$ cat config.mk
export PLATFORM = sky130hd
export DESIGN_NAME = mealy_seq_detector
export DESIGN_NICKNAME = d
export VERILOG_FILES = /design/src/rtl/mealy_seq_detector.sv
export SDC_FILE = /design/constraint.sdc
export NUM_CORES = 1
export LEC_CHECK = 0
export ABC_CLOCK_PERIOD_IN_PS = 1970
export CAP_MARGIN = 30
export CORE_MARGIN = 2
export CORE_UTILIZATION = 40
export DETAILED_ROUTE_END_ITERATION = 6
export HOLD_SLACK_MARGIN = 0.06
export PLACE_DENSITY = 0.67
export SLEW_MARGIN = 5
export SYNTH_ARGS = -nofsm -noshare
export SYNTH_HDL_FRONTEND = slang
export SYNTH_SLANG_ARGS = --single-unit
$ cat constraint.sdc
create_clock -name clk -period 1.97 [get_ports clk]
set_input_delay 0.394 -clock clk [delete_from_list [all_inputs] [get_ports clk]]
set_output_delay 0.394 -clock clk [all_outputs]
set_load 0.02 [all_outputs]
$ cat src/rtl/mealy_seq_detector.sv
// mealy_seq_detector: KMP-based Mealy serial pattern detector with selectable state encoding and saturating match counter
module mealy_seq_detector #(
    parameter int                 PAT_LEN  = 4,
    parameter logic [PAT_LEN-1:0] PATTERN  = 4'b1011,
    parameter int                 OVERLAP  = 1,
    parameter int                 ENCODING = 0,
    parameter int                 CNT_W    = 8
) (
    input  logic                       clk,
    input  logic                       rst_n,
    input  logic                       en,
    input  logic                       clr,
    input  logic                       a,
    output logic                       y,
    output logic [CNT_W-1:0]           match_cnt,
    output logic                       cnt_ovf,
    output logic [$clog2(PAT_LEN)-1:0] state_o
);
    localparam int SW = $clog2(PAT_LEN);
    localparam int RW = ENCODING == 1 ? PAT_LEN : SW;
    localparam int TW = 2 * (1 << SW) * SW;
    localparam logic [SW-1:0] LAST = SW'(PAT_LEN - 1);
    function automatic logic [TW-1:0] build_tbl();
        logic [TW-1:0] t;
        int best;
        logic ok, sb;
        t = '0;
        for (int k = 0; k < PAT_LEN; k++) begin
            for (int b = 0; b < 2; b++) begin
                best = 0;
                for (int j = 1; j <= k + 1 && j < PAT_LEN; j++) begin
                    ok = 1'b1;
                    for (int i = 0; i < j; i++) begin
                        sb = (k + 1 - j + i == k) ? b[0] : PATTERN[PAT_LEN - 1 - (k + 1 - j + i)];
                        if (PATTERN[PAT_LEN - 1 - i] != sb) ok = 1'b0;
                    end
                    if (ok) best = j;
                end
                t[(k * 2 + b) * SW +: SW] = SW'(best);
            end
        end
        return t;
    endfunction
    localparam logic [TW-1:0] NXT = build_tbl();
    function automatic logic [RW-1:0] enc(input logic [SW-1:0] x);
        return ENCODING == 1 ? RW'(1) << x : ENCODING == 2 ? RW'(x ^ (x >> 1)) : RW'(x);
    endfunction
    logic [RW-1:0]    state_q, state_d;
    logic [SW-1:0]    idx, nidx;
    logic             vld, full;
    logic [CNT_W-1:0] cnt_q, cnt_d;
    logic             ovf_q, ovf_d;
    if (ENCODING == 1) begin : g_oh
        always_comb begin
            idx = '0;
            for (int i = 0; i < PAT_LEN; i++) if (state_q[i]) idx = SW'(i);
        end
        assign vld = $onehot(state_q);
    end else if (ENCODING == 2) begin : g_gray
        always_comb begin
            idx = '0;
            for (int i = 0; i < SW; i++) idx[i] = ^(state_q >> i);
        end
        assign vld = 32'(idx) < PAT_LEN;
    end else begin : g_bin
        assign idx = state_q;
        assign vld = 32'(idx) < PAT_LEN;
    end
    always_comb begin
        full    = vld && idx == LAST && a == PATTERN[0];
        nidx    = (full && OVERLAP == 0) ? '0 : NXT[int'({idx, a}) * SW +: SW];
        y       = en && full;
        state_o = vld ? idx : '0;
        state_d = (clr || !vld) ? enc('0) : en ? enc(nidx) : state_q;
        cnt_d   = clr ? '0 : (y && cnt_q != '1) ? cnt_q + CNT_W'(1) : cnt_q;
        ovf_d   = clr ? 1'b0 : ovf_q || (y && cnt_q == '1);
    end
    always_ff @(posedge clk or negedge rst_n) begin
        if (!rst_n) begin
            state_q <= enc('0);
            cnt_q   <= '0;
            ovf_q   <= 1'b0;
        end else begin
            state_q <= state_d;
            cnt_q   <= cnt_d;
            ovf_q   <= ovf_d;
        end
    end
    assign match_cnt = cnt_q;
    assign cnt_ovf   = ovf_q;
endmodule
Yosys cells after proc, flatten, opt, wreduce, memory -nomap -nowiden
Cells that the tools add are included.
- word-level logic and storage cells: 20
- output and inout bits: 12
- register bits after elaboration: 11
- shifts and indexed selects: 1
- reductions and logical operators: 7
- equality and inequality tests: 3
- mux-type cells: 5
- add/subtract/negate cells: 1
- operators with widths (cell ; count):
    $mux W8 ; 2
    $shiftx A16 B5 Y2 const A ; 1
    $add A8 B1 Y8 const B ; 1
    $eq A8 B8 Y1 const B ; 1
    $ne A8 B8 Y1 const B ; 1
    $logic_and A1 B1 Y1 ; 4
    $mux W2 ; 2
    $reduce_bool A2 Y1 ; 2
    $eq A2 B2 Y1 const B ; 1
    $logic_or A1 B1 Y1 ; 1
    $mux W1 ; 1

Depth between registers and ports, before layout
- word-level depth: 6
- depth in mapped cells: 5
- gate-level depth less buffers: 5

Worst setup path before layout
No wires, ideal clock.
- kind: reg-to-reg
- start point: register cnt_q[0], in the netlist match_cnt[0]
- end point: register cnt_q[2], in the netlist match_cnt[2]
- path slack: 0.304 ns
- data arrival time: 1.539 ns
- cell stages (with the launch flop): 5
- library setup time: 0.128 ns
- period minus slack after synthesis: 1.666 ns
- path through: dfrtp_1 -> ha_1 -> and3_1 -> a211oi_4 -> mux2_1
- cells in the longest elaborated chain, start to end: 3
- RTL lines (what ; RTL line ; text):
    start, declared ; 51 ; logic [CNT_W-1:0] cnt_q, cnt_d;
    start signal, assigned ; 85 ; cnt_q <= cnt_d;
    $add A8 B1 Y8 or $ne A8 B8 Y1 (tied branches) ; 75 ; cnt_d = clr ? '0 : (y && cnt_q != '1) ? cnt_q + CNT_W'(1) : cnt_q;
    $mux W8 or $logic_and A1 B1 Y1 (tied branches) ; 75 ;
    $mux W8 or $reduce_bool A2 Y1 (tied branches) ; - ;
Parallel ways exist; a longest one is shown, timed or not. The select of a mux whose other input is x is not followed.
A chain may end at the register's enable or synchronous reset.

Worst setup path after layout
- start point: input en
- end point: output y
- cells in the longest elaborated chain, start to end: 1
- RTL lines (what ; RTL line ; text):
    start, declared ; 11 ; input logic en,
    $logic_and A1 B1 Y1 ; 72 ; y = en && full;
    end, declared ; 14 ; output logic y,
No other way between the ends.

==> impl_metrics.ini <==
[yosys]
synth_nets = 68
yosys-top-cells-count = 11 x dfrtp_1, 6 x nor2b_1, 5 x nor2_1
yosysMostFrequentCell = dfrtp_1
synth_seq_cells = 11
synth-edff-count = 0
async_reset_ff_share_pct = 100
synthFlopType = dfrtp_1
yosysWarnings = 0
netlist.area_leader.share_pct = 41.3
synthCells = 61
synthTopCellsByArea = dfrtp_1 41%, mux2_4 6.8%, nor2b_1 5.6%
syn_area_per_cell_sq_um = 10.9
synth_area_sq_um = 667
synthDistinctLibCells = 26
yosys.area.top_type = dfrtp_1
seq_area_frac_synth_pct = 41.3

[floorplanning]
initial_core_util_pct = 43.3
die-area_sq_um = 2010
coreArea_sq_um = 1540
fp.dieH_microns = 44.8
die_x_microns = 44.8
ios = 17
num_rows = 14

[global_route]
grt_pass1_vias = 529
grt_max_degree = 17
antenna_found_initial = 0
grt_overflow_total = 0
grt_usage_pct = 17.0
grt_pass1_wl_microns = 2370

[sta]
max-slew-margin-rel_pct = 66.9
setup_viol = 0
rsz0062_at_grt = false
worst_pin_slew_ns = 0.494
period_share_pct = 93.2
fin_crit_ns = 1.84
hold_viol = 0
drv_slew = 0
fmax_ghz = 0.545
finalClockSkew_ns = 0.00668

[clock_tree]
insertion_delay_ns = 0.28
tritoncts = yes
htreeDepth = 1
clk_pin_slew_ns = 0.07
cts_sinks = 11
cts-root-buf = clkbuf_4
clk_path_buf_depth = 2
ctsResizeCount = 1
cts_hold_buf = 0
numCtsBuffers = 3
postCtsSetupRepairBufs = 0

[power]
power.switching_uw = 101
p_sw_share_pct = 23.6
ir_drop_mv = 0.345
clockPowerShare_pct = 37.1
power.leakage_nw = 0.415
internal_power_uw = 325
combPwrFrac_pct = 8.8
seq_power_share_pct = 54.0
powerDensity_nw_per_um2 = 468

[job]
drv_cap = 0

[worst_setup_path]
cp-end-kind = output port
cp_max_fo = 2
worst-setup-path-type = in -> out
arrival_ns = 1.44
critPathRequiredTime_ns = 1.58
r2r_slack_ns = 0.36
startpoint_type = input port

[finish]
design_area_sq_um = 910
area_delta_synth_final_pct = 36.4
antenna-diode-count = 0
fin_util_pct = 59.0
drive_gt1_share_pct = 22.1
nNetsFinal = 94

[drt]
drtIter0Drc = 6
drt-total-wl_microns = 1340
ant_nets = 0
drc = 0
firstDrtPassIters = 4
wl_per_cell_microns = 13.1
viasPerCell = 5.40
dr_total_vias = 551

[placed_design]
place_area_sq_um = 885
port_buffers = 16
routabilityCongestion = 0.774
hpwl_microns = 973

[status]
status = finished clean

[min_path]
hold_class = in -> async
sequential cells by signal, indices dropped and copies added, names as in the netlist:
register	count
match_cnt	8
state_o	2
cnt_ovf	1
cell usage in the layout, fill, tap and decap left out, drive strengths merged:
master / n
nor2: 5
a21oi: 3
dfrtp: 11
a31oi: 2
a211oi: 5
nand2b: 2
and4: 2
buf: 7
dlygate4sd2: 1
nand3: 2
a41oi: 2
nand4: 1
mux2i: 2
clkbuf: 4
and3: 4
nand3b: 1
nand2: 2
inv: 3
ha: 2
mux2: 4
nor2b: 6
clkdlybuf4s50: 15
metrics by stage:
step / setup WS [ns] / total power, mW / hold WS, ns / cells / setup TNS (ns)
floorplan: 0.304 / 0.247 / 0.0984 / 61 / 0
global placement: -0.134 / 0.272 / 0.486 / 98 / -0.134
detailed placement: -0.132 / 0.273 / 0.493 / 98 / -0.132
CTS: 0.124 / 0.430 / 0.468 / 102 / 0
global route: 0.0785 / 0.445 / 0.474 / 102 / 0
finish: 0.135 / 0.425 / 0.444 / 102 / 0
power by group through the flow:
stage / combinational [mW] / sequential (mW) / clock, mW
floorplan: 0.0103 / 0.236 / 0
global placement: 0.0380 / 0.234 / 0
detailed placement: 0.0383 / 0.234 / 0
CTS: 0.0385 / 0.230 / 0.162
global route: 0.0417 / 0.230 / 0.173
finish: 0.0376 / 0.230 / 0.158
worst paths after layout:
check | start | to | depth (start not counted)
max | en | y | 4
min | rst_n | match_cnt[3]$_DFFE_PN0P_ | 1
max reg2reg | match_cnt[0]$_DFFE_PN0P_ | match_cnt[2]$_DFFE_PN0P_ | 4
min reg2reg | cnt_ovf$_DFF_PN0_ | cnt_ovf$_DFF_PN0_ | 2
max in group asynchronous | rst_n | match_cnt[5]$_DFFE_PN0P_ | 1
min in group clk | cnt_ovf$_DFF_PN0_ | cnt_ovf$_DFF_PN0_ | 2
kinds of logic after synthesis:
| family | synth area share [%] |
|---|---|
| AOI/OAI and AO/OA | 15.6 |
| adders and majority gates | 3.75 |
| buffers and inverters | 3.94 |
| DFF | 41.3 |
| muxes | 11.4 |
| and+or+nand+nor | 24.0 |
worst max-delay path, cell delays in order:
cell,delay [ns]
clkdlybuf4s50_1,0.53
nand4_4,0.12
inv_2,0.07
dlygate4sd2_1,0.32
layer usage:
layer	wire (microns)	up-vias	track usage (%)
met3	73	4	7.20
met1	562	263	21.3
met5	0	-	0
li1	-	272	-
met2	670	12	24.9
met4	32	0	8.82
final cells by class:
class / count / area [sq um]
inverters: 3 / 11.3
multi-input cells: 45 / 365
fillers: 152 / 632
well taps: 16 / 20.0
flip-flops and latches: 11 / 275
clock buffers: 4 / 26.3
repair buffers: 23 / 211
Power figures use the tool's default switching activity.
